[config.mk]
export PLATFORM = sky130hd
export DESIGN_NAME = spi_voice_cmd_decoder
export DESIGN_NICKNAME = d
export VERILOG_FILES = /design/src/rtl/spi_voice_cmd_decoder.sv
export SDC_FILE = /design/constraint.sdc
export NUM_CORES = 1
export LEC_CHECK = 0
export ABC_AREA = 0
export CELL_PAD_IN_SITES_DETAIL_PLACEMENT = 1
export CELL_PAD_IN_SITES_GLOBAL_PLACEMENT = 1
export CORE_ASPECT_RATIO = 1.2
export CORE_MARGIN = 5
export CORE_UTILIZATION = 44
export DETAILED_ROUTE_END_ITERATION = 6
export PLACE_DENSITY = 0.76
export SYNTH_ARGS = -nofsm -noshare
export SYNTH_HDL_FRONTEND = slang
export SYNTH_SLANG_ARGS = --single-unit
[constraint.sdc]
create_clock -name i_clk -period 3.2 [get_ports i_clk]
set_clock_uncertainty 0.15 [all_clocks]
set_input_delay 0.64 -clock i_clk [delete_from_list [all_inputs] [get_ports i_clk]]
set_output_delay 0.64 -clock i_clk [all_outputs]
set_load 0.005 [all_outputs]
[src/rtl/spi_voice_cmd_decoder.sv]
// spi_voice_cmd_decoder: decodes NOTEON/NOTEOFF/PITCHBEND byte messages into a command FIFO.
// Latency: command visible on o_cmd_valid one cycle after the final byte strobe (FIFO empty).
// Backpressure: show-ahead FIFO with valid/ready; a commit into a full FIFO with no pop is dropped and counted.
//
// Ports
//   i_clk, i_reset          clock, synchronous active-high reset
//   i_rx_byte, i_rx_valid   received byte and its one-cycle strobe
//   o_cmd_valid/i_cmd_ready output handshake; head popped on valid & ready
//   o_cmd_type              0=NOTEOFF 1=NOTEON 2=PITCHBEND
//   o_cmd_voice/note/velocity/bend  head payload (all zero while the FIFO is empty)
//   o_err_count             saturating count of framing, timeout and overflow errors
// Build option: define NOTEON_VEL0_AS_OFF_EN to commit NOTEON with velocity 0 as NOTEOFF.

// spi_voice_cmd_fifo: generic show-ahead FIFO, pointers carry a wrap bit.
// Latency: a write is readable on rd_dat_o the cycle after it is accepted.
// Backpressure: write accepted when not full or when a pop happens in the same cycle.
module spi_voice_cmd_fifo #(
    parameter int W     = 8,
    parameter int DEPTH = 4
) (
    input  logic         clk_i,
    input  logic         reset_i,
    input  logic         wr_vld_i,
    input  logic [W-1:0] wr_dat_i,
    output logic         full_o,
    output logic         rd_vld_o,
    input  logic         rd_rdy_i,
    output logic [W-1:0] rd_dat_o
);
    localparam int AW = $clog2(DEPTH);

    logic [W-1:0] mem_q [DEPTH];
    logic [AW:0]  wr_ptr_q, wr_ptr_d;
    logic [AW:0]  rd_ptr_q, rd_ptr_d;
    logic         empty;
    logic         rd_en;
    logic         wr_en;

    assign empty    = (wr_ptr_q == rd_ptr_q);
    assign full_o   = (wr_ptr_q[AW] != rd_ptr_q[AW]) &&
                      (wr_ptr_q[AW-1:0] == rd_ptr_q[AW-1:0]);
    assign rd_vld_o = !empty;
    assign rd_dat_o = mem_q[rd_ptr_q[AW-1:0]];

    // A pop in the same cycle frees the slot the write needs.
    assign rd_en = rd_rdy_i && !empty;
    assign wr_en = wr_vld_i && (!full_o || rd_en);

    always_comb begin
        wr_ptr_d = wr_ptr_q;
        rd_ptr_d = rd_ptr_q;
        if (wr_en) wr_ptr_d = wr_ptr_q + 1'b1;
        if (rd_en) rd_ptr_d = rd_ptr_q + 1'b1;
    end

    always_ff @(posedge clk_i) begin
        if (reset_i) begin
            wr_ptr_q <= '0;
            rd_ptr_q <= '0;
        end else begin
            wr_ptr_q <= wr_ptr_d;
            rd_ptr_q <= rd_ptr_d;
        end
    end

    always_ff @(posedge clk_i) begin
        if (wr_en) mem_q[wr_ptr_q[AW-1:0]] <= wr_dat_i;
    end
endmodule

module spi_voice_cmd_decoder #(
    parameter int NUM_VOICES     = 16,
    parameter int FIFO_DEPTH     = 4,
    parameter int TIMEOUT_CYCLES = 100000,
    localparam int VOICE_W       = (NUM_VOICES > 1) ? $clog2(NUM_VOICES) : 1
) (
    input  logic               i_clk,
    input  logic               i_reset,
    input  logic [7:0]         i_rx_byte,
    input  logic               i_rx_valid,
    output logic               o_cmd_valid,
    input  logic               i_cmd_ready,
    output logic [1:0]         o_cmd_type,
    output logic [VOICE_W-1:0] o_cmd_voice,
    output logic [6:0]         o_cmd_note,
    output logic [6:0]         o_cmd_velocity,
    output logic [13:0]        o_cmd_bend,
    output logic [7:0]         o_err_count
);
    localparam int          TMO_W       = $clog2(TIMEOUT_CYCLES + 1);
    localparam int          CMD_W       = 2 + VOICE_W + 7 + 7 + 14;
    localparam logic [13:0] BEND_CENTRE = 14'h2000;
    localparam logic [1:0]  TYPE_OFF    = 2'd0;
    localparam logic [1:0]  TYPE_ON     = 2'd1;
    localparam logic [1:0]  TYPE_BEND   = 2'd2;

`ifdef NOTEON_VEL0_AS_OFF_EN
    localparam bit VEL0_AS_OFF = 1'b1;
`else
    localparam bit VEL0_AS_OFF = 1'b0;
`endif

    typedef enum logic [1:0] {S_IDLE, S_VOICE, S_DATA1, S_DATA2} state_e;

    state_e             state_q, state_d;
    logic [1:0]         type_q, type_d;
    logic [VOICE_W-1:0] voice_q, voice_d;
    logic [6:0]         d1_q, d1_d;
    logic [TMO_W-1:0]   tmo_cnt_q, tmo_cnt_d;
    logic [7:0]         err_cnt_q, err_cnt_d;

    logic               hdr_vld;
    logic [1:0]         hdr_type;
    logic               voice_ok;
    logic               parse_err;
    logic               commit;
    logic [1:0]         c_type;
    logic [VOICE_W-1:0] c_voice;
    logic [6:0]         c_note;
    logic [6:0]         c_vel;
    logic [13:0]        c_bend;

    logic               fifo_full;
    logic               fifo_vld;
    logic [CMD_W-1:0]   head_dat;
    logic [1:0]         h_type;
    logic [VOICE_W-1:0] h_voice;
    logic [6:0]         h_note;
    logic [6:0]         h_vel;
    logic [13:0]        h_bend;
    logic               pop;
    logic               overflow;

    // Header byte classification; also used to restart on an unexpected header.
    always_comb begin
        hdr_vld  = 1'b1;
        hdr_type = TYPE_OFF;
        case (i_rx_byte)
            8'h90:   hdr_type = TYPE_ON;
            8'h80:   hdr_type = TYPE_OFF;
            8'hE0:   hdr_type = TYPE_BEND;
            default: hdr_vld  = 1'b0;
        endcase
    end

    assign voice_ok = !i_rx_byte[7] && ({1'b0, i_rx_byte} < 9'(NUM_VOICES));

    always_comb begin
        state_d   = state_q;
        type_d    = type_q;
        voice_d   = voice_q;
        d1_d      = d1_q;
        tmo_cnt_d = tmo_cnt_q;
        parse_err = 1'b0;
        commit    = 1'b0;
        c_type    = type_q;
        c_voice   = voice_q;
        c_note    = 7'd0;
        c_vel     = 7'd0;
        c_bend    = BEND_CENTRE;

        if (i_rx_valid) begin
            tmo_cnt_d = '0;
            case (state_q)
                S_IDLE: begin
                    if (hdr_vld) begin
                        type_d  = hdr_type;
                        state_d = S_VOICE;
                    end else begin
                        parse_err = 1'b1;
                    end
                end
                S_VOICE: begin
                    if (voice_ok) begin
                        voice_d = i_rx_byte[VOICE_W-1:0];
                        if (type_q == TYPE_OFF) begin
                            commit  = 1'b1;
                            c_type  = TYPE_OFF;
                            c_voice = i_rx_byte[VOICE_W-1:0];
                            state_d = S_IDLE;
                        end else begin
                            state_d = S_DATA1;
                        end
                    end else begin
                        parse_err = 1'b1;
                    end
                end
                S_DATA1: begin
                    if (!i_rx_byte[7]) begin
                        d1_d    = i_rx_byte[6:0];
                        state_d = S_DATA2;
                    end else begin
                        parse_err = 1'b1;
                    end
                end
                default: begin
                    if (!i_rx_byte[7]) begin
                        commit  = 1'b1;
                        state_d = S_IDLE;
                        if (type_q == TYPE_BEND) begin
                            c_bend = {i_rx_byte[6:0], d1_q};
                        end else if (VEL0_AS_OFF && (i_rx_byte[6:0] == 7'd0)) begin
                            c_type = TYPE_OFF;
                        end else begin
                            c_note = d1_q;
                            c_vel  = i_rx_byte[6:0];
                        end
                    end else begin
                        parse_err = 1'b1;
                    end
                end
            endcase
            // A broken message that ends on a valid header starts the next message.
            if (parse_err && (state_q != S_IDLE)) begin
                if (hdr_vld) begin
                    type_d  = hdr_type;
                    state_d = S_VOICE;
                end else begin
                    state_d = S_IDLE;
                end
            end
        end else if (state_q != S_IDLE) begin
            if (tmo_cnt_q == TMO_W'(TIMEOUT_CYCLES)) begin
                parse_err = 1'b1;
                state_d   = S_IDLE;
                tmo_cnt_d = '0;
            end else begin
                tmo_cnt_d = tmo_cnt_q + TMO_W'(1);
            end
        end else begin
            tmo_cnt_d = '0;
        end
    end

    assign pop      = fifo_vld && i_cmd_ready;
    assign overflow = commit && fifo_full && !pop;

    // Parse/timeout errors and overflow never coincide, but OR keeps it one count per cycle.
    always_comb begin
        err_cnt_d = err_cnt_q;
        if ((parse_err || overflow) && (err_cnt_q != 8'hFF)) err_cnt_d = err_cnt_q + 8'd1;
    end

    always_ff @(posedge i_clk) begin
        if (i_reset) begin
            state_q   <= S_IDLE;
            type_q    <= TYPE_OFF;
            voice_q   <= '0;
            d1_q      <= '0;
            tmo_cnt_q <= '0;
            err_cnt_q <= '0;
        end else begin
            state_q   <= state_d;
            type_q    <= type_d;
            voice_q   <= voice_d;
            d1_q      <= d1_d;
            tmo_cnt_q <= tmo_cnt_d;
            err_cnt_q <= err_cnt_d;
        end
    end

    spi_voice_cmd_fifo #(
        .W     (CMD_W),
        .DEPTH (FIFO_DEPTH)
    ) u_fifo (
        .clk_i    (i_clk),
        .reset_i  (i_reset),
        .wr_vld_i (commit),
        .wr_dat_i ({c_type, c_voice, c_note, c_vel, c_bend}),
        .full_o   (fifo_full),
        .rd_vld_o (fifo_vld),
        .rd_rdy_i (i_cmd_ready),
        .rd_dat_o (head_dat)
    );

    assign {h_type, h_voice, h_note, h_vel, h_bend} = head_dat;

    // Payload reads as zero while empty so stale FIFO contents never leak out.
    assign o_cmd_valid    = fifo_vld;
    assign o_cmd_type     = fifo_vld ? h_type  : '0;
    assign o_cmd_voice    = fifo_vld ? h_voice : '0;
    assign o_cmd_note     = fifo_vld ? h_note  : '0;
    assign o_cmd_velocity = fifo_vld ? h_vel   : '0;
    assign o_cmd_bend     = fifo_vld ? h_bend  : '0;
    assign o_err_count    = err_cnt_q;
endmodule

==> summary.md, run 1 <==
| Metric | Value |
|---|---|
| # H-tree levels | 4 |
| Layout area overhead | 20.5% |
| Leading cell type in the layout, fill and taps excluded | edfxtp_1 |
| Syn_nets | 529 |
| HPWL Detailed | 11000 um |
| Die area | 0.0201 mm^2 |
| CP Cell Sequence | buf_4 > mux4_2 > nor2b_1 > clkdlybuf4s50_1 |
| Fmax | 0.327 GHz |
| Clock sink total | 184 |
| Synth warn | 0 |
| Commonest cells after routing, fill and taps aside | edfxtp_1, clkdlybuf4s50_1, dfxtp_1 |
| Synth top area share | 0.534 |
| Yosys reg bits | 184 |
| Worst IR Drop VDD | 327 uV |
| RSZ-0062 raised after global routing | no |
| Cell area after synthesis | 0.00765 mm^2 |
| Boundary Pins | 55 |
| Sequential share of the synthesized area | 0.659 |
| Worst min path class | flop to flop |
| Setup bufs post-CTS | 0 |
| Final core utilization | 0.543 |
| Placed cell count | 777 |
| Root buf cell | clkbuf_16 |
| Final period utilization | 0.956 |
| Initial core utilization | 0.451 |
| Post-synthesis xor/xnor area fraction | 0.0252 |
| Setup slack, reg-to-reg | 700 ps |
| Worst setup path endpoint | o_cmd_voice[3] |
| Worst-path maximum fanout | 9 |
| Vias in the first global route | 4931 |
| DRT Pass-1 Iters | 4 |
| Post-CTS Hold Buffers | 0 |
| R2r startpoint | u_fifo.wr_ptr_q[1]$_SDFFE_PP0P_ |
| Instance count on the critical path | 4 |
| Top Family by Delay on Critical Path | buffers and inverters |
| Slowest stage delay, CP | 540 ps |
| Overall routing resource usage | 0.176 |
| Worst slew pin tran | 567 ps |
| Largest family of logic cells by synthesized area | simple AND/OR/NAND/NOR gates |
| Crit path capture type | output port |
| Worst Path Buf+Inv | 2 |
| Antenna diode count | 0 |
| R2R depth | 7 |
| Switching share of power | 0.205 |
| Synth area leader | edfxtp_1 |
| Clock Tree Buf Depth | 2 |
| Worst-skew pair later-pin latency | 430 ps |
| Detailed Route Iter0 Violations | 273 |
| Worst reg2reg path endpoint | o_err_count[5]$_SDFFE_PP0P_ |
| CP Launch Type | flop |
| Sum Neg Setup Slack | 0 ps |
| Vias | 4383 |
| Post-synthesis mux area share | 0.128 |
| # DRC | 0 |
| Final hold vios | 0 |
| Post-Syn Instances | 509 |
| Slew margin rel. | 0.621 |
| Crit path kind | flop to output port |
| WP data arrival | 2270 ps |
| Largest net degree at the start of global routing | 36 |
| Share of synthesized registers carrying an async set or reset | 0 |
| Layout cells sized above 1 | 0.162 |
| Row Count | 52 |
| Mapped Avg Cell Area | 15.0 um^2 |
| PortBufs | 54 |
| CTS buffer count | 17 |
| Initial antenna violation count | 1 |
| Finish-stage setup viols | 0 |
| Int Power | 3.73 mW |
| RePlAce Congestion | 0.771 |
| Die X | 130 um |
| FILL cells | 1613 |
| Final antenna-violating net count | 0 |
| Total power divided by cell area | 509 mW/mm^2 |
| Clock transition at the registers of the reported paths | 70 ps |
| Synth Area in Compound Gates | 0.0260 |
| Crit path time final | 3060 ps |
| Sw power | 961 uW |
| Final nets | 600 |
| Combinational share of power | 0.015 |
| DP Area | 0.00862 mm^2 |
| Per-cell routed wire length | 20.5 um |
| Post-CTS sizing | 0 |
| Post-synth EDFFs | 136 |
| Via-per-instance ratio | 5.42 |
| First-pass GRT wire length | 27000 um |
| Design Area, Final | 0.00922 mm^2 |
| MaxCap Viol Count | 0 |
| Core box area | 0.0170 mm^2 |
| Highest-delay cell along the critical path | mux4_2 |
| Gr ovfl total | 0 |
| Top cells by area, synth | edfxtp_1, dfxtp_1, mux4_2, nor2b_1, and2_1 |
| LEAKAGE | 3.29 nW |
| Flop pwr share | 0.539 |
| Total routed wirelength | 16600 um |
| Simple-Gate Fraction of Synth Area | 0.130 |
| Non-filler cells, final | 809 |
| Max-slew violations | 0 |
| Hold WS | 356 ps |
| Prevailing post-synth register cell | edfxtp_1 |
| Power share of the clock group | 0.445 |
| Die Y | 154 um |
| CTS tree | yes |
| Status | finished clean |
| Netlist cell types | 49 |
| Post-Synth Adder-Cell Area | 0.0131 |
| WP data required | 2410 ps |
## synth_stat cells (2+ instances only)
master    instances
xor2_1           16
nor4b_1           2
nand2_1          10
or4b_1            2
nor4bb_1          2
o31ai_1           2
nand3b_1          2
o21ai_0           7
mux4_2           34
ha_1              8
and4_1            2
inv_1            10
xnor2_1           6
mux2i_1          15
dfxtp_1          48
edfxtp_1        136
mux2_1            4
and3_1            5
clkbuf_1         19
nand4_1           2
nor2_1           44
nor3b_1           4
nor2b_1          40
or4_1             3
or3_1             5
and2_1           31
a21oi_1          11
nand3_1          14
nor3_1            2
buf_2             4
## how the worst min path moves through the flow
stage	to	slack [ps]	depth (start not counted)	startpoint
after CTS	voice_q[0]$_SDFFE_PP0P_	360	2	voice_q[0]$_SDFFE_PP0P_
after global routing	voice_q[1]$_SDFFE_PP0P_	390	2	voice_q[1]$_SDFFE_PP0P_
after floorplan	voice_q[0]$_SDFFE_PP0P_	310	2	voice_q[0]$_SDFFE_PP0P_
after global placement	voice_q[0]$_SDFFE_PP0P_	330	2	voice_q[0]$_SDFFE_PP0P_
after detailed placement	voice_q[0]$_SDFFE_PP0P_	340	2	voice_q[0]$_SDFFE_PP0P_
final	voice_q[1]$_SDFFE_PP0P_	360	2	voice_q[1]$_SDFFE_PP0P_
## tightest hold or removal path, cell delays in order, from the launching register on
cell	delay [ps]
dfxtp_1	330
mux2i_1	70
nor2_1	80
## per-stage QoR
stage	total power, mW	worst slack [ps]
after detailed placement	2.66	107
after floorplan	2.61	81.7
after global routing	4.85	39.8
final	4.70	140
after CTS	4.73	103
after global placement	2.65	195
## cells by family (layout without fill, tap and decap cells)
| family | Yosys count | in the layout |
|---|---|---|
| AOI/OAI and AO/OA | 30 | 30 |
| xor gates and xnor gates | 22 | 22 |
| adders and majority gates | 8 | 8 |
| buffers and inverters | 35 | 119 |
| DFF | 184 | 184 |
| muxes | 54 | 54 |
| and+or+nand+nor | 176 | 176 |
## final cells by class
type	instances	area, um^2	share of cell area
sequential	184	5050	0.547
multi-input combinational	290	2470	0.268
timing repair buffer	77	801	0.0869
clock buffer	18	429	0.0465
tap	216	270	0.0293
clock inverter	14	169	0.0183
inverter	10	37.5	0.00407
## sequential cells by signal (all words and copies together), names as in the netlist, named ones only
register / cells
voice_q: 4
u_fifo.wr_ptr_q: 3
d1_q: 7
tmo_cnt_q: 17
u_fifo.mem_q: 136
o_err_count: 8
state_q: 2
u_fifo.rd_ptr_q: 3
type_q: 2
## power groups by stage
stage	registers, mW	clock network (mW)	logic (mW)
2_1_floorplan	2.58	0	0.0267
3_3_place_gp	2.59	0	0.0684
3_5_place_dp	2.59	0	0.0711
4_1_cts	2.53	2.13	0.0720
5_1_grt	2.53	2.24	0.0775
6_report	2.53	2.09	0.0715
## layer usage
layer | share of wire | track usage | up-vias
li1 | - | - | 2030
met1 | 0.39 | 0.207 | 2243
met4 | 0.013 | 0.0534 | 0
met2 | 0.54 | 0.316 | 94
met5 | 0 | 0 | -
met3 | 0.048 | 0.0400 | 16
Power figures use the tool's default switching activity.
==> run 2: changes to the inputs <==
--- a/config.mk
+++ b/config.mk
@@ -13,6 +13,7 @@
 export CORE_UTILIZATION = 44
 export DETAILED_ROUTE_END_ITERATION = 6
 export PLACE_DENSITY = 0.76
+export SLEW_MARGIN = 0
 export SYNTH_ARGS = -nofsm -noshare
 export SYNTH_HDL_FRONTEND = slang
 export SYNTH_SLANG_ARGS = --single-unit
==> results of run 2 <==
Final layout, timing and power as in run 1 (identical DEF).
==> run 3: changes to the inputs <==
--- a/config.mk
+++ b/config.mk
@@ -6,7 +6,7 @@
 export NUM_CORES = 1
 export LEC_CHECK = 0
 export ABC_AREA = 0
-export CELL_PAD_IN_SITES_DETAIL_PLACEMENT = 1
+export CELL_PAD_IN_SITES_DETAIL_PLACEMENT = 0
 export CELL_PAD_IN_SITES_GLOBAL_PLACEMENT = 1
 export CORE_ASPECT_RATIO = 1.2
 export CORE_MARGIN = 5
==> run 3 against run 2 <==
Compared with the run above:
- power is 2.1% lower
- largest cell class unchanged
- count of clock-buffer cells in the layout decreased by 1
- final cell count stayed put
- critical path type unchanged
==> summary.md, run 3 (synthesized netlist as in run 1, its figures left out) <==
| Metric | Value |
|---|---|
| Status | finished clean (unchanged) |
| PortBufs | 54 (unchanged) |
| CP Launch Type | flop (unchanged) |
| M1 WL | 5690 um (was 6550 um) |
| Slew margin rel. | 0.640 (was 0.621) |
| Die X | 130 um (unchanged) |
| Crit path time final | 3010 ps (was 3060 ps) |
| Crit path kind | flop to output port (unchanged) |
| Final hold vios | 0 (unchanged) |
| Metal2 WL | 7470 um (was 9050 um) |
| Pre-CTS WS | 161 ps (was 107 ps) |
| Post-CTS Hold Buffers | 0 (unchanged) |
| Worst-path maximum fanout | 25 (was 9) |
| # H-tree levels | 4 (unchanged) |
| WP data arrival | 2220 ps (was 2270 ps) |
| Final period utilization | 0.941 (was 0.956) |
| R2r startpoint | tmo_cnt_q[0]$_SDFF_PP0_ (was u_fifo.wr_ptr_q[1]$_SDFFE_PP0P_) |
| Worst slew pin tran | 526 ps (was 567 ps) |
| Hold Crit Endpoint | voice_q[3]$_SDFFE_PP0P_ (was voice_q[1]$_SDFFE_PP0P_) |
| Initial core utilization | 0.451 (unchanged) |
| Clock transition at the registers of the reported paths | 70 ps (about the same) |
| Setup slack, reg-to-reg | 690 ps (was 700 ps) |
| Initial antenna violation count | 0 (was 1) |
| Total power divided by cell area | 500 mW/mm^2 (was 509 mW/mm^2) |
| Overall routing resource usage | 0.153 (was 0.176) |
| HPWL Detailed | 9350 um (was 11000 um) |
| Top Layer Used | met4 (unchanged) |
| Die area | 0.0201 mm^2 (unchanged) |
| Row Count | 52 (unchanged) |
| Max-slew violations | 0 (unchanged) |
| Per-cell routed wire length | 17.7 um (was 20.5 um) |
| RePlAce Congestion | 0.771 (unchanged) |
| Worst IR Drop VDD | 221 uV (was 327 uV) |
| Hold_sp | voice_q[3]$_SDFFE_PP0P_ (was voice_q[1]$_SDFFE_PP0P_) |
| Crit path capture type | output port (unchanged) |
| Slowest stage delay, CP | 550 ps (was 540 ps) |
| Gr ovfl total | 0 (unchanged) |
| Final antenna-violating net count | 0 (unchanged) |
| Root buf cell | clkbuf_16 (unchanged) |
| MaxCap Viol Count | 0 (unchanged) |
| Worst reg2reg path endpoint | o_err_count[5]$_SDFFE_PP0P_ (unchanged) |
| CP Cell Sequence | buf_12 > mux4_2 > nor2b_1 > clkdlybuf4s50_1 (was buf_4 > mux4_2 > nor2b_1 > clkdlybuf4s50_1) |
| # DRC | 0 (unchanged) |
| Final core utilization | 0.541 (was 0.543) |
| CTS buffer count | 17 (unchanged) |
| R2R depth | 9 (was 7) |
| Largest net degree at the start of global routing | 36 (unchanged) |
| Antenna diode count | 0 (unchanged) |
| CTS tree | yes (unchanged) |
| Commonest cells after routing, fill and taps aside | edfxtp_1, clkdlybuf4s50_1, dfxtp_1 (unchanged) |
| Finish-stage setup viols | 0 (unchanged) |
| Leading cell type in the layout, fill and taps excluded | edfxtp_1 (unchanged) |
| Total routed wirelength | 14300 um (was 16600 um) |
| RSZ-0062 raised after global routing | no (unchanged) |
| Clock Tree Buf Depth | 2 (unchanged) |
| Boundary Pins | 55 (unchanged) |
| LEAKAGE | 3.29 nW (about the same) |
| Vias | 4269 (was 4383) |
| Core box area | 0.0170 mm^2 (unchanged) |
| Worst min path class | flop to flop (unchanged) |
| Layout area overhead | 20.2% (was 20.5%) |
| Fmax | 0.332 GHz (was 0.327 GHz) |
| Sum Neg Setup Slack | 0 ps (unchanged) |
| Die Y | 154 um (unchanged) |
| Layout cells sized above 1 | 0.164 (was 0.162) |
| Top Family by Delay on Critical Path | buffers and inverters (unchanged) |
| Detailed Route Iter0 Violations | 293 (was 273) |
| Worst Path Buf+Inv | 2 (unchanged) |
| Setup WS post-layout | 188 ps (was 140 ps) |
| Via-per-instance ratio | 5.28 (was 5.42) |
| Clock sink total | 184 (unchanged) |
| Vias in the first global route | 4544 (was 4931) |
| Min-Delay Path Depth | 2 (unchanged) |
| Final nets | 600 (unchanged) |
| Worst-skew pair later-pin latency | 430 ps (about the same) |
| Setup bufs post-CTS | 0 (unchanged) |
| First-pass GRT wire length | 23700 um (was 27000 um) |
| WP data required | 2410 ps (about the same) |
| Met3 routed WL | 973 um (was 794 um) |
| Highest-delay cell along the critical path | mux4_2 (unchanged) |
| Max reg flops | 136 (unchanged) |
| Post-CTS sizing | 0 (unchanged) |
| DRT Pass-1 Iters | 5 (was 4) |
-- run 3: changes by cell type in the layout (fill, tap and decap cells not counted) --
cell        delta
inv_8          +2
clkinvlp_4     -3
clkbuf_1       -1
inv_6          +3
clkinv_2       -1
clkinv_4       +2
bufinv_16      -2
-- run 3: worst max path at each step --
stage,cells past startpoint,end,start
2_1_floorplan,5,u_fifo.mem_q[3][0]$_DFFE_PP_,i_rx_byte[5]
4_1_cts,4,o_cmd_bend[8],flop
5_1_grt,4,o_cmd_voice[3],flop
3_3_place_gp,7,o_err_count[7]$_SDFFE_PP0P_,i_cmd_ready
3_5_place_dp,8,o_err_count[5]$_SDFFE_PP0P_,i_rx_byte[4]
6_report,4,o_cmd_bend[7],flop
-- run 3: layout make-up --
type,instances,area [um^2]
Fill cell,1376,7790
Clock inverter,15,148
Tap cell,216,270
Timing Repair Buffer,77,801
Clock buffer,17,425
Multi-Input combinational cell,290,2470
Inverter,10,37.5
Sequential cell,184,5050
-- run 3: routing by layer --
| layer | vias to the layer above | GRT usage |
|---|---|---|
| li1 | 2039 | - |
| met4 | 0 | 0.0470 |
| met1 | 2112 | 0.191 |
| met2 | 103 | 0.262 |
| met5 | - | 0 |
| met3 | 15 | 0.0400 |
-- run 3: tightest hold or removal path, delay by kind of cell, from the launching register on --
family / cells / cell delay (ps)
AND/OR/NAND/NOR: 1 / 70
flip-flops: 1 / 330
multiplexers: 1 / 70
-- run 3: power breakdown --
group          switching (mW)  internal, mW
logic                  0.0352        0.0338
clock network           0.956          1.04
registers             0.00441          2.53
total                   0.996          3.60
-- run 3: metrics by stage --
stage	power (mW)	instances	hold slack [ps]	instance area [um^2]
floorplan	2.61	509	309	7650
global placement	2.65	777	331	8620
detailed placement	2.65	777	345	8620
CTS	4.64	809	360	9200
global route	4.76	809	397	9200
finish	4.60	809	360	9200
